**src/rtl/disp_pkg.sv**
```systemverilog
// Shared types and helpers for the display brightness controller.
// Holds the ramp FSM state encoding and the auto-mode clamp.
package disp_pkg;

  localparam int BR_LIGHT_W = 12;
  localparam int BR_PDM_W   = 8;

  typedef enum logic [1:0] {
    BR_HOLD = 2'd0,
    BR_UP   = 2'd1,
    BR_DOWN = 2'd2
  } br_state_t;

  // Lower clamp first, then upper, so an inverted window resolves to i_hi.
  function automatic logic [BR_PDM_W-1:0] br_clamp(
    input logic [BR_PDM_W-1:0] i_t,
    input logic [BR_PDM_W-1:0] i_lo,
    input logic [BR_PDM_W-1:0] i_hi
  );
    logic [BR_PDM_W-1:0] v;
    v = (i_t < i_lo) ? i_lo : i_t;
    v = (v > i_hi) ? i_hi : v;
    return v;
  endfunction

endpackage

```
**src/rtl/disp_bright_light_avg.sv**
```systemverilog
// Block averager for ambient-light samples: sums 2^AVG_LOG2 strobes and
// publishes the truncated mean; the wrap sample is folded into the result.
module light_avg
  import disp_pkg::*;
#(
  parameter int AVG_LOG2 = 4
) (
  input  logic                  clk,
  input  logic                  rst_n,
  input  logic                  i_valid,
  input  logic [BR_LIGHT_W-1:0] i_data,
  output logic [BR_LIGHT_W-1:0] o_avg
);

  localparam int ACC_W = BR_LIGHT_W + AVG_LOG2;

  logic [ACC_W-1:0]      r_acc;
  logic [AVG_LOG2-1:0]   r_cnt;
  logic [BR_LIGHT_W-1:0] r_avg;
  logic [ACC_W-1:0]      w_sum;
  logic                  w_last;

  assign w_sum  = r_acc + ACC_W'(i_data);
  assign w_last = (r_cnt == {AVG_LOG2{1'b1}});
  assign o_avg  = r_avg;

  always_ff @(posedge clk or negedge rst_n) begin
    if (!rst_n) begin
      r_acc <= '0;
      r_cnt <= '0;
      r_avg <= '0;
    end else if (i_valid) begin
      if (w_last) begin
        r_avg <= w_sum[ACC_W-1:AVG_LOG2];
        r_acc <= '0;
        r_cnt <= '0;
      end else begin
        r_acc <= w_sum;
        r_cnt <= r_cnt + 1'b1;
      end
    end
  end

endmodule

```
**src/rtl/disp_bright.sv**
```systemverilog
// Display brightness controller: forms a target from the light average or a
// manual value and slews disp_pdm toward it one LSB per ramp tick.
module disp_bright
  import disp_pkg::*;
#(
  parameter int                  RAMP_US   = 2000,
  parameter int                  AVG_LOG2  = 4,
  parameter logic [BR_PDM_W-1:0] PDM_RESET = 8'h80
) (
  input  logic                  clk,
  input  logic                  rst_n,
  input  logic                  tsc_1ppus,
  input  logic                  light_valid,
  input  logic [BR_LIGHT_W-1:0] light_data,
  input  logic                  cfg_auto,
  input  logic [BR_PDM_W-1:0]   cfg_manual,
  input  logic [BR_PDM_W-1:0]   cfg_min,
  input  logic [BR_PDM_W-1:0]   cfg_max,
  output logic [BR_PDM_W-1:0]   disp_pdm,
  output logic [BR_LIGHT_W-1:0] light_avg,
  output logic                  ramping
);

  localparam int                DIV_W    = (RAMP_US > 1) ? $clog2(RAMP_US) : 1;
  localparam logic [DIV_W-1:0]  DIV_LAST = DIV_W'(RAMP_US - 1);

  logic [BR_LIGHT_W-1:0] w_avg;
  logic [BR_PDM_W-1:0]   w_auto_t;
  logic [BR_PDM_W-1:0]   r_target;
  logic [DIV_W-1:0]      r_div;
  logic                  w_tick;
  br_state_t             r_state;
  br_state_t             w_state_next;
  logic [BR_PDM_W-1:0]   r_pdm;
  logic [BR_PDM_W-1:0]   w_pdm_next;
  logic                  r_ramping;

  light_avg #(
    .AVG_LOG2(AVG_LOG2)
  ) u_avg (
    .clk    (clk),
    .rst_n  (rst_n),
    .i_valid(light_valid),
    .i_data (light_data),
    .o_avg  (w_avg)
  );

  assign w_auto_t = br_clamp(w_avg[BR_LIGHT_W-1 -: BR_PDM_W], cfg_min, cfg_max);

  always_ff @(posedge clk or negedge rst_n) begin
    if (!rst_n) begin
      r_target <= PDM_RESET;
    end else begin
      r_target <= cfg_auto ? w_auto_t : cfg_manual;
    end
  end

  // Free-running microsecond divider; target changes never resynchronise it.
  assign w_tick = tsc_1ppus && (r_div == DIV_LAST);

  always_ff @(posedge clk or negedge rst_n) begin
    if (!rst_n) begin
      r_div <= '0;
    end else if (tsc_1ppus) begin
      r_div <= w_tick ? '0 : r_div + 1'b1;
    end
  end

  // A step always follows the current direction; the direction is then
  // re-judged against the post-step level so arrival and HOLD coincide.
  always_comb begin
    w_state_next = r_state;
    w_pdm_next   = r_pdm;
    unique case (r_state)
      BR_HOLD: begin
        if (r_target > r_pdm) begin
          w_state_next = BR_UP;
        end else if (r_target < r_pdm) begin
          w_state_next = BR_DOWN;
        end
      end
      BR_UP: begin
        if (w_tick && (r_pdm != {BR_PDM_W{1'b1}})) begin
          w_pdm_next = r_pdm + 1'b1;
        end
        if (w_pdm_next == r_target) begin
          w_state_next = BR_HOLD;
        end else if (w_pdm_next > r_target) begin
          w_state_next = BR_DOWN;
        end
      end
      BR_DOWN: begin
        if (w_tick && (r_pdm != {BR_PDM_W{1'b0}})) begin
          w_pdm_next = r_pdm - 1'b1;
        end
        if (w_pdm_next == r_target) begin
          w_state_next = BR_HOLD;
        end else if (w_pdm_next < r_target) begin
          w_state_next = BR_UP;
        end
      end
      default: begin
        w_state_next = BR_HOLD;
      end
    endcase
  end

  always_ff @(posedge clk or negedge rst_n) begin
    if (!rst_n) begin
      r_state   <= BR_HOLD;
      r_pdm     <= PDM_RESET;
      r_ramping <= 1'b0;
    end else begin
      r_state   <= w_state_next;
      r_pdm     <= w_pdm_next;
      r_ramping <= (w_state_next != BR_HOLD);
    end
  end

  assign disp_pdm  = r_pdm;
  assign light_avg = w_avg;
  assign ramping   = r_ramping;

endmodule

```
**config.mk**
```make
export PLATFORM = sky130hd
export DESIGN_NAME = disp_bright
export DESIGN_NICKNAME = d
export VERILOG_FILES = /design/src/rtl/disp_pkg.sv /design/src/rtl/disp_bright_light_avg.sv /design/src/rtl/disp_bright.sv
export SDC_FILE = /design/constraint.sdc
export NUM_CORES = 1
export LEC_CHECK = 0
export CAP_MARGIN = 0
export CORE_MARGIN = 10
export CORE_UTILIZATION = 56
export DETAILED_ROUTE_END_ITERATION = 10
export GPL_ROUTABILITY_DRIVEN = 1
export MAX_ROUTING_LAYER = met4
export PLACE_DENSITY = 0.81
export SLEW_MARGIN = 40
export SYNTH_ARGS = -nofsm -noshare
export SYNTH_HDL_FRONTEND = slang
export SYNTH_SLANG_ARGS = --single-unit
export TNS_END_PERCENT = 1
```
**constraint.sdc**
```tcl
create_clock -name clk -period 4.2 [get_ports clk]
set_clock_uncertainty 0.05 [all_clocks]
set_input_delay 0.42 -clock clk [delete_from_list [all_inputs] [get_ports clk]]
set_output_delay 0.42 -clock clk [all_outputs]
set_load 0.02 [all_outputs]
```
======== Word-level counts from Yosys, hierarchy flattened ========
Cells that the tools add are included.
cells by class
  $add $sub $neg .......................... 5
  eq/ne operators ......................... 7
  multiplexer cells ....................... 18
  magnitude comparators ................... 6
  reductions and logical operators ........ 8
operators by type and width
  operator                                                             number
  8-bit two-way mux                                                    7
  8-bit greater-than comparator                                        3
  8-bit < comparator                                                   3
  16-bit by 12-bit adder with 16-bit output                            1
  8-bit == test                                                        2
  16-bit two-way mux                                                   1
  8-bit case mux with 2 select lines                                   1
  2-bit two-way mux                                                    6
  11-bit by 1-bit adder with 11-bit output (second input constant)     1
  11-bit == test (second input constant)                               1
  11-bit two-way mux                                                   1
  8-bit by 1-bit adder with 8-bit output (second input constant)       1
  8-bit inequality test (second input constant)                        1
  8-bit nonzero test                                                   1
  8-bit by 1-bit subtractor with 8-bit output (second input constant)  1
  2-bit case mux with 3 select lines                                   1
  4-bit by 1-bit adder with 4-bit output (second input constant)       1
  4-bit == test (second input constant)                                1
  4-bit two-way mux                                                    1
  2-bit nonzero test                                                   2
  1-bit logical AND                                                    3
  2-bit by 1-bit == test with 1-bit output (second input constant)     1
  2-bit == test (second input constant)                                1
  2-bit logical NOT                                                    1
  2-bit AND reduction                                                  1
word-level totals
  word-level logic and storage cells ...... 52
  output and inout bits ................... 21
  bits of input ports ..................... 41
  register bits after elaboration ......... 62

======== Depth between registers and ports, before layout ========
  depth after elaboration ................. 10
  mapped depth ............................ 16

======== Modules after synthesis ========
Synthesis repeated with hierarchy kept, for this count alone.
unflattened totals
  cells, all modules ...................... 533
  area total of the unflattened synthesis .. 4,853.4 um^2
modules (own cells, without submodules)
  module       area an instance (um^2)  times used  cells an instance
  disp_bright  2,967.8                  1           331
  light_avg    1,885.6                  1           202

======== Worst setup path after synthesis ========
Ideal clock, no wire load.
  path kind ............................... reg-to-reg
  start point ............................. reg u_avg.r_avg[9] (netlist: u_avg.o_avg[9])
  end point ............................... reg r_target[1]
  path buffers ............................ 1
  data arrival time ....................... 3.419 ns
  period minus slack after synthesis ...... 3.536 ns
  setup time .............................. 0.067 ns
  data required time ...................... 4.083 ns
  cell stages (with the launch flop) ...... 15
  slack ................................... 0.664 ns
  cells stage by stage .................... dfrtp_1 ha_1 a21o_1 a21o_1 a21oi_1 o31a_1 buf_2 mux2_2 ha_1 nor2b_1 o21a_1 o21a_1 o21a_1 nor3_1 a221o_1
on the way
  cells in the longest elaborated chain, start to end .. 5
RTL lines
  item                           line                         RTL
  start, declared                disp_bright_light_avg.sv:19  logic [BR_LIGHT_W-1:0] r_avg;
  start signal, assigned         disp_bright_light_avg.sv:34  r_avg <= w_sum[ACC_W-1:AVG_LOG2];
  8-bit < comparator             disp_pkg.sv:21               v = (i_t < i_lo) ? i_lo : i_t;
  8-bit two-way mux (*)          disp_pkg.sv:21
  8-bit greater-than comparator  disp_pkg.sv:22               v = (v > i_hi) ? i_hi : v;
  8-bit two-way mux (*)          disp_pkg.sv:22
  8-bit two-way mux (*)          disp_bright.sv:54            r_target <= cfg_auto ? w_auto_t : cfg_manual;
  end signal, assigned           disp_bright.sv:54
  end, declared                  disp_bright.sv:29            logic [BR_PDM_W-1:0] r_target;
Mark *: on every way between the ends. The rest lies on a longest branch, timed or not.
A chain may end at the register's enable or synchronous reset.

======== Worst setup path after layout ========
  start point ............................. in cfg_min[1]
  end point ............................... reg r_target[2]
on the way
  cells in the longest elaborated chain, start to end .. 5
RTL lines
  item                           line               RTL
  start, declared                disp_bright.sv:17  input logic [BR_PDM_W-1:0] cfg_min,
  8-bit < comparator             disp_pkg.sv:21
  8-bit two-way mux (*)          disp_pkg.sv:21
  8-bit greater-than comparator  disp_pkg.sv:22
  8-bit two-way mux (*)          disp_pkg.sv:22
  8-bit two-way mux (*)          disp_bright.sv:54
Marks and branches as above.

==> results.json <==
{
  "run_status": "completed",
  "critical_path.cell_chain": "clkdlybuf4s50_1 -> inv_1 -> ha_1 -> a21o_1 -> a211oi_1 -> o31a_1 -> buf_4 -> mux2_2 -> ha_1 -> o21a_1 -> o21a_1 -> o21ai_1 -> a211oi_1 -> a221o_1",
  "layout-drive-gt1-share": 0.0736,
  "row_count": 33,
  "num_io_pins": 62,
  "setup_viol_count_final": 0,
  "placement.io_buffers": 61,
  "post_synth_most_frequent_cells": "60 x sky130_fd_sc_hd__dfrtp_1, 60 x sky130_fd_sc_hd__ha_1, 49 x sky130_fd_sc_hd__nand2_1",
  "dominantRegCellSynth": "sky130_fd_sc_hd__dfrtp_1",
  "power_per_cell_area_nw_per_um2": 537,
  "first_pass_grt_wire_length_microns": 20800,
  "max-vdd-ir-drop_uv": 392,
  "syn-num-nets": 632,
  "worst-slew-pin-transition_ns": 0.574,
  "post-route-min-period_ns": 3.76,
  "final_nets": 695,
  "clock_insertion_delay_worst_skew_ns": 0.35,
  "timing.slew.headroom": 0.615,
  "tritoncts.num_buffers": 9,
  "cts_resized": 0,
  "drtPass1Iterations": 4,
  "holdBufCountCts": 0,
  "cap_viol_max_count": 0,
  "die_w_microns": 112,
  "critPathKind": "in -> reg",
  "total_drc_errors_in_the_routed_layout": 0,
  "dp.final_hpwl_microns": 9620,
  "core_area_sq_um": 8260,
  "gpl.final_weighted_congestion": 0.967,
  "place_ws_ns": 0.114,
  "yosysTopAreaCell": "sky130_fd_sc_hd__dfrtp_1",
  "timing.final.crit_share": 0.895,
  "n_antenna_cell": 0,
  "first_global_vias": 4346,
  "rsz_0062_raised_after_global_routing": "no",
  "antenna_found_initial": 0,
  "number_of_pins_with_negative_max_slew_slack_in_the_final_report": 0,
  "wirelength_microns": 12200,
  "worst-path-max-fanout": 8,
  "post_synth_main_area_contributors": "sky130_fd_sc_hd__dfrtp_1 31%, sky130_fd_sc_hd__ha_1 16%, sky130_fd_sc_hd__xnor2_1 5.1%",
  "yosys_warnings": 0,
  "clock_sinks": 62,
  "floorplan.die.height_microns": 112,
  "syn_area_sq_um": 4770,
  "async_flop_share": 1.00,
  "clk_path_buf_depth": 2,
  "r2r_setup_slack_ns": 0.61,
  "instances_no_fill": 703,
  "fmaxAchievable_mhz": 266,
  "worst_setup_end_kind": "flop",
  "synth_cell_type_count": 58,
  "globalRoute.totalOverflow": 0,
  "vias_per_cell": 6.03,
  "wl_per_cell_microns": 17.4,
  "post_cts_setup_buffer_count": 0,
  "grt_start_max_net_pins": 63,
  "final.setup.worst_slack_ns": 0.441,
  "vias": 4237,
  "crit_required_ns": 4.39,
  "floorplan.die_area_sq_um": 12600,
  "placedInstanceArea_sq_um": 5490,
  "start_util": 0.577,
  "detail-route-antenna-nets": 0,
  "crit_path_start_kind": "input port",
  "finish.instance_area_sq_um": 5700,
  "dp_cells": 687,
  "clockRootBuffer": "sky130_fd_sc_hd__clkbuf_8",
  "timing.setup.tns_ns": 0,
  "crit_slowest_cell": "sky130_fd_sc_hd__clkdlybuf4s50_1",
  "ys_ff_latch": 62,
  "finalHoldViolations": 0,
  "clock_tree.htree_level_count": 3,
  "flow.area_growth_from_synthesis_pct": 19.5,
  "synthesis.area_per_instance_sq_um": 8.99,
  "cp_slowest_stage_delay_ns": 0.49,
  "synth_largest_type_area_fraction": 0.315,
  "track_usage": 0.202,
  "number_of_instances_in_the_synthesized_netlist": 530,
  "clk_transition_reported_paths_ns": 0.07,
  "arrival_time_at_the_worst_endpoint_ns": 3.95,
  "synth_edf_count": 0,
  "yosysSeqAreaShare": 0.326,
  "hp-class": "in -> async",
  "post-layout-total-power_w": 0.00306,
  "drt_first_iter_violations": 274,
  "tritoncts_clock_tree": "built",
  "leakage_nw": 2.60
}
-- cell type report --
class | instances | area, sq um
clock buffer | 12 | 155
clock inverter | 4 | 45.0
fill | 678 | 2560
inverter | 47 | 176
multi-input combinational | 405 | 2970
sequential | 62 | 1550
tap | 105 | 131
timing repair buffer | 68 | 662
-- stage by stage --
| stage | utilization | hold WS [ns] |
|---|---|---|
| floorplan | - | 0.0744 |
| global placement | 0.665 | 0.413 |
| detailed placement | 0.665 | 0.424 |
| CTS | 0.689 | 0.215 |
| global route | 0.690 | 0.136 |
| finish | 0.690 | 0.0867 |
-- cells in the final DEF (no fill, tap or decap), types with 3 or more instances in the layout --
master | Yosys | final
sky130_fd_sc_hd__a221o_1 | 7 | 7
sky130_fd_sc_hd__nor3_1 | 3 | 3
sky130_fd_sc_hd__a22o_1 | 3 | 3
sky130_fd_sc_hd__nand2b_1 | 6 | 6
sky130_fd_sc_hd__o22ai_1 | 5 | 5
sky130_fd_sc_hd__or2_2 | 5 | 5
sky130_fd_sc_hd__o2bb2ai_1 | 5 | 5
sky130_fd_sc_hd__a31oi_1 | 7 | 7
sky130_fd_sc_hd__clkbuf_8 | 0 | 11
sky130_fd_sc_hd__ha_1 | 60 | 60
sky130_fd_sc_hd__nor4_1 | 4 | 4
sky130_fd_sc_hd__nand4_1 | 21 | 21
sky130_fd_sc_hd__dfrtp_1 | 60 | 60
sky130_fd_sc_hd__nand2_1 | 49 | 49
sky130_fd_sc_hd__xnor2_1 | 28 | 28
sky130_fd_sc_hd__o21a_1 | 4 | 4
sky130_fd_sc_hd__nor2b_1 | 5 | 5
sky130_fd_sc_hd__a21o_1 | 10 | 10
sky130_fd_sc_hd__o21ai_0 | 25 | 25
sky130_fd_sc_hd__clkdlybuf4s50_1 | 0 | 60
sky130_fd_sc_hd__nand3_1 | 18 | 18
sky130_fd_sc_hd__and2_1 | 3 | 3
sky130_fd_sc_hd__o211ai_1 | 6 | 6
sky130_fd_sc_hd__a21oi_1 | 26 | 26
sky130_fd_sc_hd__nor2_1 | 27 | 27
sky130_fd_sc_hd__a21boi_0 | 3 | 3
sky130_fd_sc_hd__a211o_1 | 4 | 4
sky130_fd_sc_hd__or3_1 | 6 | 6
sky130_fd_sc_hd__clkinv_2 | 0 | 3
sky130_fd_sc_hd__buf_4 | 0 | 6
sky130_fd_sc_hd__a211oi_1 | 11 | 11
sky130_fd_sc_hd__mux2_2 | 9 | 9
sky130_fd_sc_hd__inv_1 | 47 | 47
sky130_fd_sc_hd__and3_1 | 4 | 4
sky130_fd_sc_hd__o31ai_1 | 7 | 7
sky130_fd_sc_hd__xor2_1 | 6 | 6
-- kinds of logic after synthesis --
kind of cell	after synthesis	share of synthesized area
buffers and inverters	63	0.0504
multiplexers	12	0.0278
XOR/XNOR	34	0.0625
flip-flops	62	0.326
AO/OA/AOI/OAI	139	0.199
AND/OR/NAND/NOR	159	0.173
adder cells (fa/ha/maj)	61	0.162
-- final timing paths --
kind                                start         endpoint  cells past startpoint
min                                 rst_n       r_state[1]                      2
max                            cfg_min[1]      r_target[2]                     14
max in group asynchronous           rst_n  u_avg.o_avg[11]                      2
min reg2reg                      r_div[9]         r_div[9]                      1
max reg2reg                u_avg.o_avg[5]      r_target[2]                     12
min in group clk                 r_div[9]         r_div[9]                      1
-- per-layer routing --
layer | vias up | GRT usage | wire, microns
met4 | 0 | 0.0854 | 368
met2 | 108 | 0.339 | 6080
met5 | - | - | 0
met3 | 30 | 0.0421 | 589
li1 | 2066 | - | -
met1 | 2033 | 0.228 | 5180
-- power breakdown --
part           internal, W  switching, W  leakage, nW
logic             0.000675      0.000838         1.73
clock network     0.000303      0.000233        0.106
registers         0.000800      0.000209        0.758
total              0.00178       0.00128         2.60
-- registers in the layout, summed over array words and instances, names as in the netlist --
register,cells
u_avg.o_avg,12
r_target,8
disp_pdm,8
u_avg.r_acc,16
ramping,1
r_div,11
u_avg.r_cnt,4
r_state,2
-- worst max-delay path: cells and delay by family --
kind	cells	cell delay (ns)
adders and majority gates	2	0.58
muxes	1	0.36
AOI/OAI and AO/OA	8	1.86
buffers and inverters	3	0.71
Power figures use the tool's default switching activity.
